<file path="config.mk">
export PLATFORM = sky130hd
export DESIGN_NAME = tilt_control
export DESIGN_NICKNAME = d
export VERILOG_FILES = /design/src/rtl/tilt_pkg.sv /design/src/rtl/tilt_axis.sv /design/src/rtl/tilt_control.sv
export SDC_FILE = /design/constraint.sdc
export NUM_CORES = 1
export LEC_CHECK = 0
export BUFFER_PORTS_ARGS = -buffer_cell sky130_fd_sc_hd__buf_2
export CORE_MARGIN = 4
export CORE_UTILIZATION = 43
export DETAILED_ROUTE_END_ITERATION = 10
export GPL_TIMING_DRIVEN = 0
export PLACE_DENSITY_LB_ADDON = 0.05
export SLEW_MARGIN = 5
export SYNTH_ARGS = -nofsm -noshare
export SYNTH_HDL_FRONTEND = slang
export SYNTH_SLANG_ARGS = --single-unit
</file>
<file path="constraint.sdc">
create_clock -name clk -period 6.01 [get_ports clk]
set_input_delay 0.601 -clock clk [delete_from_list [all_inputs] [get_ports clk]]
set_output_delay 0.601 -clock clk [all_outputs]
set_load 0.05 [all_outputs]
</file>
<file path="src/rtl/tilt_pkg.sv">
// -----------------------------------------------------------------------------
// tilt_pkg
// Shared constants, the per-axis tilt state type and the state transition
// function used by tilt_axis.
// -----------------------------------------------------------------------------
package tilt_pkg;

  // Accelerometer reading for a level board.
  localparam logic [8:0] CENTER = 9'h100;

  // Boxcar filter depth and its log2. The average is sum >> HIST_LOG2.
  localparam int unsigned HIST_DEPTH = 8;
  localparam int unsigned HIST_LOG2  = 3;

  // Running-sum width: 8 * 511 = 4088 fits in 12 bits with no overflow.
  localparam int unsigned     SUM_W     = 12;
  localparam logic [SUM_W-1:0] SUM_RESET = 12'h800;  // HIST_DEPTH * CENTER

  typedef enum logic [1:0] {
    NEUTRAL = 2'd0,
    POS     = 2'd1,
    NEG     = 2'd2
  } axis_state_e;

  // Hysteretic next-state rule for one axis. A strong opposite tilt jumps
  // straight across without passing through NEUTRAL; leaving a tilted state
  // otherwise needs the offset to fall inside the narrower exit band.
  function automatic axis_state_e axis_next_state(
    input axis_state_e        cur,
    input logic signed [9:0]  off,
    input logic signed [9:0]  enter_th,
    input logic signed [9:0]  exit_th
  );
    axis_state_e nxt;
    nxt = cur;
    case (cur)
      NEUTRAL: begin
        if (off >= enter_th)       nxt = POS;
        else if (off <= -enter_th) nxt = NEG;
      end
      POS: begin
        if (off <= -enter_th)      nxt = NEG;
        else if (off < exit_th)    nxt = NEUTRAL;
      end
      NEG: begin
        if (off >= enter_th)       nxt = POS;
        else if (off > -exit_th)   nxt = NEUTRAL;
      end
      default:                     nxt = NEUTRAL;
    endcase
    return nxt;
  endfunction

endpackage

</file>
<file path="src/rtl/tilt_axis.sv">
// -----------------------------------------------------------------------------
// tilt_axis
// One accelerometer axis: 8-entry sample history, running sum, truncated
// boxcar average and the NEUTRAL/POS/NEG hysteresis FSM.
//
// Ports
//   clk        system clock
//   reset      synchronous active-high reset
//   tick_i     sample strobe: capture accel_i and update the running sum
//   upd_i      one cycle after tick_i: register the average and FSM state
//   accel_i    raw 9-bit axis reading, centre 9'h100
//   filt_o     registered boxcar average (changes only on upd_i)
//   state_d_o  next FSM state, valid while upd_i is high; the parent
//              registers its output decode from this in the same edge
// -----------------------------------------------------------------------------
module tilt_axis
  import tilt_pkg::*;
#(
  parameter int unsigned ENTER_TH = 40,
  parameter int unsigned EXIT_TH  = 24
) (
  input  logic        clk,
  input  logic        reset,
  input  logic        tick_i,
  input  logic        upd_i,
  input  logic [8:0]  accel_i,
  output logic [8:0]  filt_o,
  output axis_state_e state_d_o
);

  localparam logic signed [9:0] ENTER_S  = 10'(ENTER_TH);
  localparam logic signed [9:0] EXIT_S   = 10'(EXIT_TH);
  localparam logic signed [9:0] CENTER_S = 10'sd256;

  logic [8:0]           hist_q [HIST_DEPTH];
  logic [HIST_LOG2-1:0] wr_ptr_q;
  logic [SUM_W-1:0]     sum_q;
  logic [SUM_W-1:0]     sum_d;
  logic [8:0]           filt_q;
  axis_state_e          state_q;
  axis_state_e          state_d;

  logic [8:0]           avg;
  logic signed [9:0]    offset;

  // The slot about to be overwritten holds the oldest sample, so the sum can
  // be maintained incrementally. Wrap-around arithmetic is exact here since
  // the true result always lies in 0..4088.
  assign sum_d  = sum_q + {3'b000, accel_i} - {3'b000, hist_q[wr_ptr_q]};

  assign avg    = sum_q[SUM_W-1:HIST_LOG2];
  assign offset = signed'({1'b0, avg}) - CENTER_S;

  always_comb begin
    state_d = axis_next_state(state_q, offset, ENTER_S, EXIT_S);
  end

  always_ff @(posedge clk) begin
    if (reset) begin
      for (int unsigned i = 0; i < HIST_DEPTH; i++) begin
        hist_q[i] <= CENTER;
      end
      wr_ptr_q <= '0;
      sum_q    <= SUM_RESET;
      filt_q   <= CENTER;
      state_q  <= NEUTRAL;
    end else begin
      if (tick_i) begin
        hist_q[wr_ptr_q] <= accel_i;
        wr_ptr_q         <= wr_ptr_q + 1'b1;
        sum_q            <= sum_d;
      end
      if (upd_i) begin
        filt_q  <= avg;
        state_q <= state_d;
      end
    end
  end

  assign filt_o    = filt_q;
  assign state_d_o = state_d;

endmodule

</file>
<file path="src/rtl/tilt_control.sv">
// -----------------------------------------------------------------------------
// tilt_control
// Samples a 2-axis accelerometer at a fixed rate, boxcar-filters each axis
// and turns the filtered tilt into rotate/thrust control levels.
//
// Pipeline per sample: tick cycle (count == SAMPLE_DIV-1) -> sums update ->
// averages, FSM states and control outputs register with sample_valid high.
//
// Ports
//   clk           system clock
//   reset         synchronous active-high reset
//   accelX        raw front/back tilt, centre 9'h100
//   accelY        raw left/right tilt, centre 9'h100
//   filt_x        8-sample average of accelX
//   filt_y        8-sample average of accelY
//   sample_valid  one-cycle pulse when filt_* and controls update
//   rot_left      Y axis tilted negative
//   rot_right     Y axis tilted positive
//   thrust        X axis tilted positive (X negative is unused)
// -----------------------------------------------------------------------------
module tilt_control
  import tilt_pkg::*;
#(
  parameter int unsigned SAMPLE_DIV = 100000,
  parameter int unsigned ENTER_TH   = 40,
  parameter int unsigned EXIT_TH    = 24
) (
  input  logic       clk,
  input  logic       reset,
  input  logic [8:0] accelX,
  input  logic [8:0] accelY,
  output logic [8:0] filt_x,
  output logic [8:0] filt_y,
  output logic       sample_valid,
  output logic       rot_left,
  output logic       rot_right,
  output logic       thrust
);

  localparam int unsigned      CNT_W    = (SAMPLE_DIV > 1) ? $clog2(SAMPLE_DIV) : 1;
  localparam logic [CNT_W-1:0] CNT_LAST = CNT_W'(SAMPLE_DIV - 1);

  logic [CNT_W-1:0] cnt_q;
  logic             tick;
  logic             upd_q;
  logic             sample_valid_q;
  logic             rot_left_q;
  logic             rot_right_q;
  logic             thrust_q;

  axis_state_e      x_state_d;
  axis_state_e      y_state_d;

  assign tick = (cnt_q == CNT_LAST);

  tilt_axis #(
    .ENTER_TH (ENTER_TH),
    .EXIT_TH  (EXIT_TH)
  ) u_axis_x (
    .clk       (clk),
    .reset     (reset),
    .tick_i    (tick),
    .upd_i     (upd_q),
    .accel_i   (accelX),
    .filt_o    (filt_x),
    .state_d_o (x_state_d)
  );

  tilt_axis #(
    .ENTER_TH (ENTER_TH),
    .EXIT_TH  (EXIT_TH)
  ) u_axis_y (
    .clk       (clk),
    .reset     (reset),
    .tick_i    (tick),
    .upd_i     (upd_q),
    .accel_i   (accelY),
    .filt_o    (filt_y),
    .state_d_o (y_state_d)
  );

  // Control levels are decoded from the next state in the same edge that the
  // axis registers it, so they line up with filt_* and sample_valid. A single
  // enum value per axis keeps rot_left/rot_right mutually exclusive.
  always_ff @(posedge clk) begin
    if (reset) begin
      cnt_q          <= '0;
      upd_q          <= 1'b0;
      sample_valid_q <= 1'b0;
      rot_left_q     <= 1'b0;
      rot_right_q    <= 1'b0;
      thrust_q       <= 1'b0;
    end else begin
      cnt_q          <= tick ? '0 : cnt_q + 1'b1;
      upd_q          <= tick;
      sample_valid_q <= upd_q;
      if (upd_q) begin
        rot_left_q  <= (y_state_d == NEG);
        rot_right_q <= (y_state_d == POS);
        thrust_q    <= (x_state_d == POS);
      end
    end
  end

  assign sample_valid = sample_valid_q;
  assign rot_left     = rot_left_q;
  assign rot_right    = rot_right_q;
  assign thrust       = thrust_q;

endmodule

</file>
==> impl_metrics.csv <==
group,metric,value,unit
setup_path,cp.arrival,5.31,ns
setup_path,crit_buf_inv,3,
setup_path,crit_type,"reg2reg",
drt,ant_nets,0,
sta,worst_pin_slew,1.30,ns
drt,drt-initial-drc-count,566,
logic_synthesis,synth_cells,1002,
clock_network,clock_latency,0.52,ns
sta,period_needed,4.88,ns
drt,drc,0,
placement,post-place-ws,1.10,ns
global_route,antenna_found_initial,0,
setup_path,critPathMaxStageDelay,0.69,ns
clock_network,cts_resized,0,
logic_synthesis,synth-edff-count,144,
clock_network,cts_root_buf,"clkbuf_16",
global_route,grt_start_max_net_pins,13,
sta,fin_skew,0.0141,ns
final_layout,layout-drive-gt1-share,15.4,%
clock_network,cts_tree,"built",
setup_path,path_cells,"buf_1 > clkbuf_1 > mux4_2 > mux2_2 > fa_1 > inv_1 > fa_1 > a211oi_1 > o21bai_1 > a2111oi_0 > o21ai_0 > a311oi_1",
sta,slew_viol_final,0,
clock_network,numCtsBuffers,26,
sta,setup_viol,0,
job,drv_cap,0,
drt,vias_per_cell,5.32,
clock_network,postCtsSetupBuffers,0,
clock_network,clock_sinks,224,
logic_synthesis,synth_cell_types,65,
power,combinationalPowerShare,6.5,%
die,fp.dieW,170,um
power,pwr_density_cell,273,nW/um^2
placement,post-dp-hpwl,20000,um
drt,drt_first_pass_iters,5,
logic_synthesis,ys_ff_latch,224,
placement,placed_cells,1378,
global_route,grt_pass1_vias,7677,
logic_synthesis,synth_area_per_cell,11.3,um^2
power,switchingPower,0.787,mW
logic_synthesis,synth.most_common_cell,"nor2_1",
logic_synthesis,synthTopCellsByCount,"nor2_1 (185), edfxtp_1 (144), inv_1 (83), nand2_1 (82), dfxtp_1 (80)",
global_route,grt_usage,20.3,%
sta,min_period_over_period,81.2,%
drt,wire_per_inst,20.3,um
sta,hold_viol_final,0,
setup_path,cp_max_fo,10,
clock_network,clk_pin_slew_worst_paths,0.06,ns
power,p_seq_share,48.4,%
die,io_pins,42,
die,die_y,170,um
final_layout,areaGrowthSynthToFinish,13.0,%
clock_network,hold_buffers,0,
final_layout,finalNonFillerCells,1426,
die,die_area,28900,um^2
sta,finalWorstSetupSlack,1.13,ns
global_route,grt-ovfl-total,0,
logic_synthesis,ys.flop_type,"edfxtp_1",
drt,drt-total-wl,28900,um
setup_path,critPathMostFrequentCell,"fa_1",
setup_path,critPathRequiredTime,6.44,ns
worst_hold_path,worstHoldPathType,"reg2reg",
die,coreArea,25900,um^2
logic_synthesis,syn_area,11300,um^2
logic_synthesis,ys_warn_count,0,
sta,fmax,205,MHz
power,p_clk_share,45.0,%
setup_path,cp-end-kind,"flop",
power,internal_power,2.70,mW
sta,tns,0,ns
drt,via_count,7590,
sta,relSlewSlack,13.2,%
placement,io_buffers,41,
power,power.share.switching,22.6,%
outcome,status,"finished, final reports clean",
logic_synthesis,synthTopCellsByArea,"edfxtp_1 (38%), dfxtp_1 (14%), mux4_2 (7.2%)",
setup_path,cp_slowest_cell,"clkbuf_1",
logic_synthesis,syn_nets,1074,
clock_network,htreeDepth,1,
global_route,grt_pass1_wl,45100,um
logic_synthesis,synth_top_cell_by_area,"edfxtp_1",
logic_synthesis,synthArstFlopShare,0,%
setup_path,worstSetupStartpointType,"flop",
logic_synthesis,synth.top_cell.area_share,38.4,%
final_layout,n_antenna_cell,0,
final_layout,nets,1143,
setup_path,cp_top_family,"compound AO/OA/AOI/OAI gates",
power,ir_drop,0.000224,V
clock_network,cts_buffer_depth,3,
sta,rsz0062_at_grt,"no",
power,p_leak,4.58,nW
die,initial_core_util,43.5,%
placement,gp_congestion,0.789,
logic_synthesis,yosysSeqAreaShare,52.6,%
die,rows,59,
==> flip-flops by register name (all words and copies together), names as in the netlist, named ones only <==
register,count
u_axis_y.sum_q,12
upd_q,1
cnt_q,17
rot_right,1
u_axis_y.hist_q,72
u_axis_x.wr_ptr_q,3
u_axis_y.state_q,2
u_axis_x.hist_q,72
u_axis_y.wr_ptr_q,3
thrust,1
u_axis_x.filt_o,9
u_axis_x.sum_q,12
sample_valid,1
rot_left,1
u_axis_y.filt_o,9
u_axis_x.state_q,2
==> layout by cell type, fill, tap and decap left out, types with 11 or more instances in the layout <==
| cell | instances |
|---|---|
| nor2_1 | 185 |
| ha_1 | 34 |
| fa_1 | 18 |
| edfxtp_1 | 144 |
| clkbuf_1 | 33 |
| o21ai_0 | 14 |
| a21o_1 | 17 |
| mux2i_1 | 17 |
| nor3_1 | 17 |
| clkbuf_16 | 27 |
| dfxtp_1 | 80 |
| inv_1 | 83 |
| mux4_2 | 36 |
| a21oi_1 | 32 |
| buf_2 | 51 |
| nand2_1 | 82 |
| xor2_1 | 17 |
| mux2_2 | 19 |
| xnor2_1 | 11 |
==> power by group through the flow <==
stage / Clock (mW) / Combinational, mW / Sequential, mW
CTS: 1.61 / 0.230 / 1.69
detailed placement: 0 / 0.229 / 1.72
global placement: 0 / 0.229 / 1.72
global route: 1.67 / 0.255 / 1.69
finish: 1.57 / 0.228 / 1.69
floorplan: 0 / 0.158 / 1.71
==> metal layers <==
layer,global-route usage [%],up-vias,part of all wire (%)
met5,0,-,0
met4,3.85,0,1.8
met3,2.79,35,4.4
met2,33.4,166,48
met1,29.1,3726,46
li1,-,3663,-
==> cell type report <==
cell class	count	area, um^2
well taps	335	419
clock inverters	18	155
fillers	2416	13200
plain buffers	53	255
repair buffers	41	205
flip-flops and latches	224	5930
multi-input cells	642	4790
clock buffers	30	687
inverters	83	312
==> through the flow <==
step | util, % | hold WS (ns) | cell area, um^2 | power [mW]
after floorplan | - | 0.430 | 11300 | 1.87
after global placement | 45.9 | 0.440 | 11900 | 1.95
after detailed placement | 45.9 | 0.445 | 11900 | 1.95
after CTS | 49.2 | 0.451 | 12700 | 3.52
after global routing | 49.2 | 0.467 | 12700 | 3.62
final | 49.2 | 0.453 | 12700 | 3.49
==> cells by family (layout without fill, tap and decap cells) <==
logic type | Yosys count | in the layout | share of synthesized area, %
DFF | 224 | 224 | 52.6
xor gates and xnor gates | 28 | 28 | 2.18
buffers and inverters | 136 | 225 | 5.03
AOI/OAI and AO/OA | 127 | 127 | 7.69
muxes | 72 | 72 | 10.6
and+or+nand+nor | 363 | 363 | 15.0
adders and majority gates | 52 | 52 | 6.97
==> path summary, 6_finish.rpt <==
| check | to | cells after the start | slack [ns] | start |
|---|---|---|---|---|
| min | u_axis_x.sum_q[0] | 2 | 0.45 | u_axis_x.sum_q[0] |
| max reg2reg | u_axis_x.sum_q[8] | 12 | 1.13 | flop |
| min reg2reg | u_axis_x.sum_q[0] | 2 | 0.45 | u_axis_x.sum_q[0] |
| max | u_axis_x.sum_q[8] | 12 | 1.13 | flop |
==> worst reg2reg max path, cell delays in order, from the launching register on <==
cell and delay, ns:
dfxtp_1 0.30, buf_1 0.55, clkbuf_1 0.70, mux4_2 0.40
mux2_2 0.30, fa_1 0.50, inv_1 0.07, fa_1 0.49
a211oi_1 0.35, o21bai_1 0.19, a2111oi_0 0.54, o21ai_0 0.14
a311oi_1 0.26
No activity file was read; power rests on OpenSTA's default activity.
